[src/rtl/card_table_scheduler_pkg.sv]
// Shared types and constants for the card table video-slot scheduler.
// Tile addresses are {row, col} in the low 8 bits; the bypass register sits at 14'h2000.
package card_table_scheduler_pkg;

    typedef enum logic {
        IDLE  = 1'b0,
        CLEAR = 1'b1
    } state_t;

    localparam logic [13:0] BYPASS_ADDR = 14'h2000;
    localparam int          ROW_W       = 3;
    localparam int          COL_W       = 5;
    localparam int          IDX_W       = ROW_W + COL_W;

    function automatic logic [13:0] tile_addr(input logic [ROW_W-1:0] row,
                                              input logic [COL_W-1:0] col);
        return {6'b0, row, col};
    endfunction

endpackage

[src/rtl/card_deal_fifo.sv]
// Synchronous first-word-fall-through queue for pending deal requests.
// DEPTH must be a power of two (at least 2); the extra pointer bit separates full from empty.
module card_deal_fifo #(
    parameter int WIDTH = 14,
    parameter int DEPTH = 4
) (
    input  logic             clk,
    input  logic             reset,
    input  logic             push,
    input  logic [WIDTH-1:0] push_data,
    input  logic             pop,
    output logic [WIDTH-1:0] pop_data,
    output logic             full,
    output logic             empty
);

    localparam int AW = $clog2(DEPTH);

    logic [WIDTH-1:0] mem [DEPTH];
    logic [AW:0]      wr_ptr;
    logic [AW:0]      rd_ptr;
    logic             do_push;
    logic             do_pop;

    assign empty    = (wr_ptr == rd_ptr);
    assign full     = (wr_ptr[AW] != rd_ptr[AW]) && (wr_ptr[AW-1:0] == rd_ptr[AW-1:0]);
    assign do_push  = push && !full;
    assign do_pop   = pop && !empty;
    assign pop_data = mem[rd_ptr[AW-1:0]];

    always_ff @(posedge clk or posedge reset) begin
        if (reset) begin
            wr_ptr <= '0;
            rd_ptr <= '0;
        end else begin
            if (do_push) begin
                wr_ptr <= wr_ptr + 1'b1;
            end
            if (do_pop) begin
                rd_ptr <= rd_ptr + 1'b1;
            end
        end
    end

    // Storage needs no reset: the pointers alone define which entries are valid.
    always_ff @(posedge clk) begin
        if (do_push) begin
            mem[wr_ptr[AW-1:0]] <= push_data;
        end
    end

endmodule

[src/rtl/card_table_scheduler.sv]
// Arbitrates the single video-core slot between CPU, bypass register writes,
// whole-table clears and queued card deals; every slot decision is registered onto v_*.
module card_table_scheduler
    import card_table_scheduler_pkg::*;
#(
    parameter int unsigned          CODE_W     = 6,
    parameter logic [CODE_W-1:0]    BLANK_CODE = '0,
    parameter int                   FIFO_DEPTH = 4
) (
    input  logic              clk,
    input  logic              reset,
    input  logic              deal_valid,
    output logic              deal_ready,
    input  logic [2:0]        deal_row,
    input  logic [4:0]        deal_col,
    input  logic [CODE_W-1:0] deal_code,
    input  logic              clear_req,
    input  logic              bypass_set,
    input  logic              bypass_val,
    input  logic              cpu_cs,
    input  logic              cpu_write,
    input  logic [13:0]       cpu_addr,
    input  logic [31:0]       cpu_wr_data,
    output logic              v_cs,
    output logic              v_write,
    output logic [13:0]       v_addr,
    output logic [31:0]       v_wr_data,
    output logic              busy,
    output logic              clear_done
);

    localparam int DEAL_W = ROW_W + COL_W + int'(CODE_W);

    state_t             state;
    state_t             state_next;
    logic [IDX_W-1:0]   idx;
    logic [IDX_W-1:0]   idx_next;
    logic               done_next;

    logic               bypass_pending;
    logic               bypass_latched;
    logic               grant_bypass;

    logic               fifo_push;
    logic               fifo_pop;
    logic               fifo_full;
    logic               fifo_empty;
    logic [DEAL_W-1:0]  fifo_wr_data;
    logic [DEAL_W-1:0]  fifo_rd_data;
    logic [ROW_W-1:0]   rd_row;
    logic [COL_W-1:0]   rd_col;
    logic [CODE_W-1:0]  rd_code;

    logic               slot_cs;
    logic               slot_write;
    logic [13:0]        slot_addr;
    logic [31:0]        slot_data;

    assign deal_ready   = !fifo_full;
    assign fifo_push    = deal_valid && !fifo_full;
    assign fifo_wr_data = {deal_row, deal_col, deal_code};
    assign rd_row       = fifo_rd_data[DEAL_W-1 -: ROW_W];
    assign rd_col       = fifo_rd_data[int'(CODE_W) +: COL_W];
    assign rd_code      = fifo_rd_data[CODE_W-1:0];

    card_deal_fifo #(
        .WIDTH (DEAL_W),
        .DEPTH (FIFO_DEPTH)
    ) u_deal_fifo (
        .clk       (clk),
        .reset     (reset),
        .push      (fifo_push),
        .push_data (fifo_wr_data),
        .pop       (fifo_pop),
        .pop_data  (fifo_rd_data),
        .full      (fifo_full),
        .empty     (fifo_empty)
    );

    // Deals only leave the queue in IDLE, so anything queued during a clear lands after it.
    always_comb begin
        slot_cs      = 1'b0;
        slot_write   = 1'b0;
        slot_addr    = '0;
        slot_data    = '0;
        grant_bypass = 1'b0;
        fifo_pop     = 1'b0;
        state_next   = state;
        idx_next     = idx;
        done_next    = 1'b0;

        if (cpu_cs) begin
            slot_cs    = 1'b1;
            slot_write = cpu_write;
            slot_addr  = cpu_addr;
            slot_data  = cpu_wr_data;
        end else if (bypass_pending) begin
            grant_bypass = 1'b1;
            slot_cs      = 1'b1;
            slot_write   = 1'b1;
            slot_addr    = BYPASS_ADDR;
            slot_data    = {31'b0, bypass_latched};
        end else if (state == CLEAR) begin
            slot_cs    = 1'b1;
            slot_write = 1'b1;
            slot_addr  = tile_addr(idx[IDX_W-1 -: ROW_W], idx[COL_W-1:0]);
            slot_data  = 32'(BLANK_CODE);
            idx_next   = idx + 1'b1;
            if (idx == {IDX_W{1'b1}}) begin
                state_next = IDLE;
                done_next  = 1'b1;
            end
        end else if (!fifo_empty) begin
            fifo_pop   = 1'b1;
            slot_cs    = 1'b1;
            slot_write = 1'b1;
            slot_addr  = tile_addr(rd_row, rd_col);
            slot_data  = 32'(rd_code);
        end

        if (clear_req) begin
            state_next = CLEAR;
            idx_next   = '0;
        end
    end

    always_ff @(posedge clk or posedge reset) begin
        if (reset) begin
            state      <= IDLE;
            idx        <= '0;
            clear_done <= 1'b0;
        end else begin
            state      <= state_next;
            idx        <= idx_next;
            clear_done <= done_next;
        end
    end

    // A new bypass_set wins over an issue in the same cycle, so the latest value is never lost.
    always_ff @(posedge clk or posedge reset) begin
        if (reset) begin
            bypass_pending <= 1'b0;
            bypass_latched <= 1'b0;
        end else if (bypass_set) begin
            bypass_pending <= 1'b1;
            bypass_latched <= bypass_val;
        end else if (grant_bypass) begin
            bypass_pending <= 1'b0;
        end
    end

    always_ff @(posedge clk or posedge reset) begin
        if (reset) begin
            v_cs      <= 1'b0;
            v_write   <= 1'b0;
            v_addr    <= '0;
            v_wr_data <= '0;
        end else begin
            v_cs      <= slot_cs;
            v_write   <= slot_write;
            v_addr    <= slot_addr;
            v_wr_data <= slot_data;
        end
    end

    assign busy = (state == CLEAR) || !fifo_empty || bypass_pending;

endmodule

[config.mk]
export PLATFORM = sky130hd
export DESIGN_NAME = card_table_scheduler
export DESIGN_NICKNAME = d
export VERILOG_FILES = /design/src/rtl/card_table_scheduler_pkg.sv /design/src/rtl/card_deal_fifo.sv /design/src/rtl/card_table_scheduler.sv
export SDC_FILE = /design/constraint.sdc
export NUM_CORES = 1
export LEC_CHECK = 0
export CAP_MARGIN = 20
export CORE_ASPECT_RATIO = 0.75
export CORE_MARGIN = 2
export CORE_UTILIZATION = 44
export DETAILED_ROUTE_END_ITERATION = 8
export PLACE_DENSITY = 0.77
export SYNTH_ARGS = -nofsm -noshare
export SYNTH_HDL_FRONTEND = slang
export SYNTH_SLANG_ARGS = --single-unit
export TNS_END_PERCENT = 30
[constraint.sdc]
create_clock -name clk -period 2 [get_ports clk]
set_clock_uncertainty 0.05 [all_clocks]
set_input_delay 0.3 -clock clk [delete_from_list [all_inputs] [get_ports clk]]
set_output_delay 0.3 -clock clk [all_outputs]
set_load 0.02 [all_outputs]
# Word-level counts from Yosys, hierarchy flattened
# Memory sizes are Yosys's and may differ from the RTL's.
# Index checks and enable logic that the tools add are counted.
# word_totals
ff_bits	66
mem_bits_rw	56
input_bits	68
output_inout_bits	51
elab_cells	68
n_memories	1
# mem_list
memory	depth	word_bits	read_ports	rd_clocked_by_memory_dff	wr	line_no	rtl
u_deal_fifo.mem	4	14	1	0	1	card_deal_fifo.sv:19	logic [WIDTH-1:0] mem [DEPTH];
# op_classes
add_sub_neg	3
eq_ne	6
muxes	35
n_reduce_logical	12
# op_table
cell	count
8-bit two-way mux	6
32-bit two-way mux	1
14-bit two-way mux	2
1-bit two-way mux	23
6-bit two-way mux	3
8-bit by 1-bit adder with 8-bit output, second input constant	1
8-bit == test, second input constant	1
3-bit by 1-bit adder with 3-bit output, second input constant	2
1-bit logical AND	4
2-bit inequality test, second input constant	2
2-bit nonzero test	2
3-bit == test	1
3-bit AND reduction	1
2-bit == test	1
1-bit zero test	2
1-bit logical OR	2
2-bit AND reduction	1
1-bit inequality test	1

# Logic depth before layout (Yosys ltp)
# logic_depth
word_depth	7
ltp_mapped	5
mapped_depth_nobuf	4

# Hierarchy
# From an unflattened synthesis, not the netlist that was laid out.
# hier_totals
hier_cells	295
area_unflattened_um2	4820.9
# by_module_without_submodules
module	instances	cells_per_inst	area_per_inst_um2	seq_area_each_um2
card_deal_fifo	1	123	2539.9	1831.8
card_table_scheduler	1	172	2280.9	1501.4

# Worst setup path before layout
# OpenSTA, ideal clock, no wires.
# synth_path
path_kind	flip-flop to flip-flop
from	reg u_deal_fifo.rd_ptr[0]
to	mem u_deal_fifo.mem[0][0] (enable)
arrival_time_ns	1.569
required_ns	1.584
setup_slack_ns	0.015
path_stages_with_launch	5
n_path_buf	1
path_cell_list	dfrtp_1 -> buf_2 -> xor2_1 -> o31a_1 -> and2_1
# synth_via
elab_chain_len	7
# synth_lines
item	line_no	rtl
start, declared	card_deal_fifo.sv:21	logic [AW:0] rd_ptr;
start signal, assigned	card_deal_fifo.sv:40	rd_ptr <= rd_ptr + 1'b1;
2-bit == test (*)	card_deal_fifo.sv:26	assign full = (wr_ptr[AW] != rd_ptr[AW]) && (wr_ptr[AW-1:0] == rd_ptr[AW-1:0]);
1-bit logical AND (*)	card_deal_fifo.sv:26	
1-bit zero test (*)	card_deal_fifo.sv:27, card_table_scheduler.sv:60	
1-bit logical AND	card_table_scheduler.sv:60	assign fifo_push = deal_valid && !fifo_full;
1-bit logical AND (*)	card_deal_fifo.sv:27	assign do_push = push && !full;
1-bit two-way mux (*)	card_deal_fifo.sv:47	if (do_push) begin
1-bit two-way mux (implied by the code) (*)	card_deal_fifo.sv:48	mem[wr_ptr[AW-1:0]] <= push_data;
end, declared	card_deal_fifo.sv:19	
# Mark *: on every way between the ends. The rest lies on a longest branch, timed or not.

# Worst setup path in the final report
# layout_path
from	reg u_deal_fifo.wr_ptr[0]
to	out busy
# layout_via
elab_chain_len	4
# layout_lines
item	line_no	rtl
start, declared	card_deal_fifo.sv:20	logic [AW:0] wr_ptr;
start signal, assigned	card_deal_fifo.sv:37	wr_ptr <= wr_ptr + 1'b1;
3-bit == test	card_deal_fifo.sv:25	assign empty = (wr_ptr == rd_ptr);
1-bit zero test	card_table_scheduler.sv:166	assign busy = (state == CLEAR) || !fifo_empty || bypass_pending;
1-bit logical OR (2 in series)	card_table_scheduler.sv:166	
end, declared	card_table_scheduler.sv:28	output logic busy,
# Every way passes these cells.

==> impl_metrics.yaml <==
clocking:
  cts_tree: "done"
  cts_inserted_buffers: 17
  postCtsSetupRepairBufs: 0
  h-tree-depth: 4
  clkLatencyLatePin_ns: 0.41
  cts.sinks: 122
  clock-root-buffer: "clkbuf_16"
  cts_buffer_depth: 2
  clk_pin_slew_ns: 0.05
route:
  wl_met1_um: 4360
  vias: 2920
  wirelength_um: 9950
  highest_layer: "met4"
  wl_met3_um: 744
  drtIter0Drc: 166
  wl_per_cell_um: 17.1
  vias_per_cell: 5.03
  drcViolationCount: 0
  postRouteAntennaNets: 0
  dr_wl_met2_um: 4680
  drt_pre_antenna_iters: 4
floorplanning:
  dieArea_um2: 11400
  io_pins: 119
  start_util: 0.452
  die_y_um: 92.8
  row_count: 32
  die_w_um: 122
  core_area_um2: 10200
placed_design:
  port_buffers: 118
  dp_cells: 549
  gp_congestion: 0.738
  hpwl_um: 6780
  dp_slack_ns: -0.0293
critical_path:
  worstSetupPathType: "reg2out"
  critPathRequiredTime_ns: 1.65
  cp-start-kind: "flip-flop"
  cp_max_fo: 5
  crit_arrival_ns: 1.58
  critical_path.endpoint_type: "primary output"
  r2r_slack_ns: 0.20
synth:
  yosysTopAreaCell: "edfxtp_1"
  synth_top_cell_area_share: 0.363
  synth_fa_ha_area_frac: 0.0162
  avgSynthCellArea_um2: 16.2
  synth_ff_type: "dfrtp_1"
  yosysWarnings: 0
  synth_commonest_cells: "dfrtp_1, edfxtp_1, and2_1"
  async_reset_ff_frac: 0.541
  synth_nets: 359
  ys_seq_area_frac: 0.720
  syn_area_um2: 4630
  synth_simple_gate_area_share: 0.0803
  ys_seq_elements: 122
  synth_cells: 285
  synth-compound-area-share: 0.0643
  synth_edf_count: 56
  yosys-top-cells-area: "edfxtp_1, dfrtp_1, mux4_2, and2_1, ha_1"
  synthMuxAreaShare: 0.0778
  synth_xor_area_frac: 0.0170
  synth_top_family_by_area: "simple AND/OR/NAND/NOR gates"
  ys_types: 37
  synth_most_common_cell: "dfrtp_1"
timing:
  setup_slack_ns: 0.0660
  slew_headroom: 0.533
  hold_violations: 0
  fin_crit_ns: 1.93
  fin_crit_sh: 0.967
  worst_pin_slew_ns: 0.696
  grt_setup_unrepaired: "false"
  fmax_ghz: 0.517
  setup_violations: 0
  fin_tns_setup_ns: 0
  slew_violations: 0
pwr:
  leakagePower_uw: 0.00265
  irDropWorstVdd_mv: 0.667
  p_per_area_nw_per_um2: 1090
global_routing:
  antenna_found_initial: 0
  grt_use_total: 0.185
  globalRouteOverflowTotal: 0
  grt_pass1_vias: 2908
  grt_pass1_wl_um: 15500
  grt_max_degree: 67
layout:
  areaGrowthSynthToFinish_pct: 46.2
  num_antenna_cells: 0
  final_cells: 581
  drive_above_1_share: 0.184
  fin_nets: 506
outcome:
  status: "finished, final reports clean"
hold_path:
  worstHoldPathType: "in2async"
flow_run:
  cap_viol_max_count: 0
state kept, by name (all words and copies together) (netlist names), 3 cells and up:
name	count
idx	8
u_deal_fifo.mem	56
u_deal_fifo.rd_ptr	3
u_deal_fifo.wr_ptr	3
v_addr	14
v_wr_data	32
final timing paths:
kind,from,endpoint,cells past startpoint
min,reset,v_wr_data[29],3
min reg2reg,bypass_latched,bypass_latched,1
max,u_deal_fifo.wr_ptr[0],busy,4
max in group asynchronous,reset,u_deal_fifo.wr_ptr[2],3
max reg2reg,u_deal_fifo.rd_ptr[0],v_wr_data[0],3
min in group clk,cpu_addr[9],v_addr[9],2
what timing repair did:
item	in CTS	in global routing
pin swaps	0	1
endpoints found under the setup margin	2	5
gates resized for setup	11	1
hold buffers	0	0
gates cloned	0	0
area by class of cell:
| type | instances | area, um^2 |
|---|---|---|
| Tap cell | 136 | 170 |
| Multi-Input combinational cell | 138 | 1210 |
| Clock inverter | 13 | 175 |
| Clock buffer | 19 | 443 |
| Inverter | 12 | 48.8 |
| Timing Repair Buffer | 141 | 1390 |
| Sequential cell | 122 | 3330 |
| Fill cell | 731 | 3480 |
layout by cell type (no fill, tap or decap), drive strengths merged, types with 4 or more instances in the layout:
cell type      instances
ha                     6
buf                   24
a22o                   5
bufinv                 4
clkbuf                19
o31ai                  4
a21oi                  8
clkdlybuf4s50        116
mux2                   4
dfrtp                 66
and2                  34
nand2                  7
edfxtp                56
inv                   11
or3                    4
a22oi                  8
o21ai                 11
mux4                  14
xor2                   4
xnor2                  5
clkinv                 7
routing by layer:
layer	up-vias	track usage
met5	-	0
met3	18	0.0603
met2	118	0.287
li1	1340	-
met1	1444	0.243
met4	0	0.0728
cell families after synthesis:
kind of cell / after synthesis
buffers and inverters: 25
AOI/OAI and AO/OA: 43
muxes: 18
xor gates and xnor gates: 9
DFF: 122
and+or+nand+nor: 62
adders and majority gates: 6
through the flow:
step | utilization | power, uW | hold slack (ns) | cell area, um^2
4_1_cts | 0.660 | 7450 | 0.305 | 6760
2_1_floorplan | - | 3650 | 0.342 | 4630
3_3_place_gp | 0.598 | 4210 | 0.446 | 6130
5_1_grt | 0.661 | 7680 | 0.319 | 6770
3_5_place_dp | 0.598 | 4260 | 0.452 | 6130
6_report | 0.661 | 7380 | 0.290 | 6770
power by group:
part / internal [uW] / total [uW] / leakage, uW / switching, uW
combinational: 573 / 1140 / 0.000999 / 569
sequential: 2980 / 3090 / 0.00135 / 112
clock: 2100 / 3150 / 0.000298 / 1050
total: 5650 / 7380 / 0.00265 / 1730
worst max-delay path, cell delays in order, from the launching register on:
cell and delay [ns]:
dfrtp_1 0.43, xor2_2 0.20, nor3_2 0.22, nand2_1 0.07, clkdlybuf4s15_2 0.26
Power figures use the tool's default switching activity.
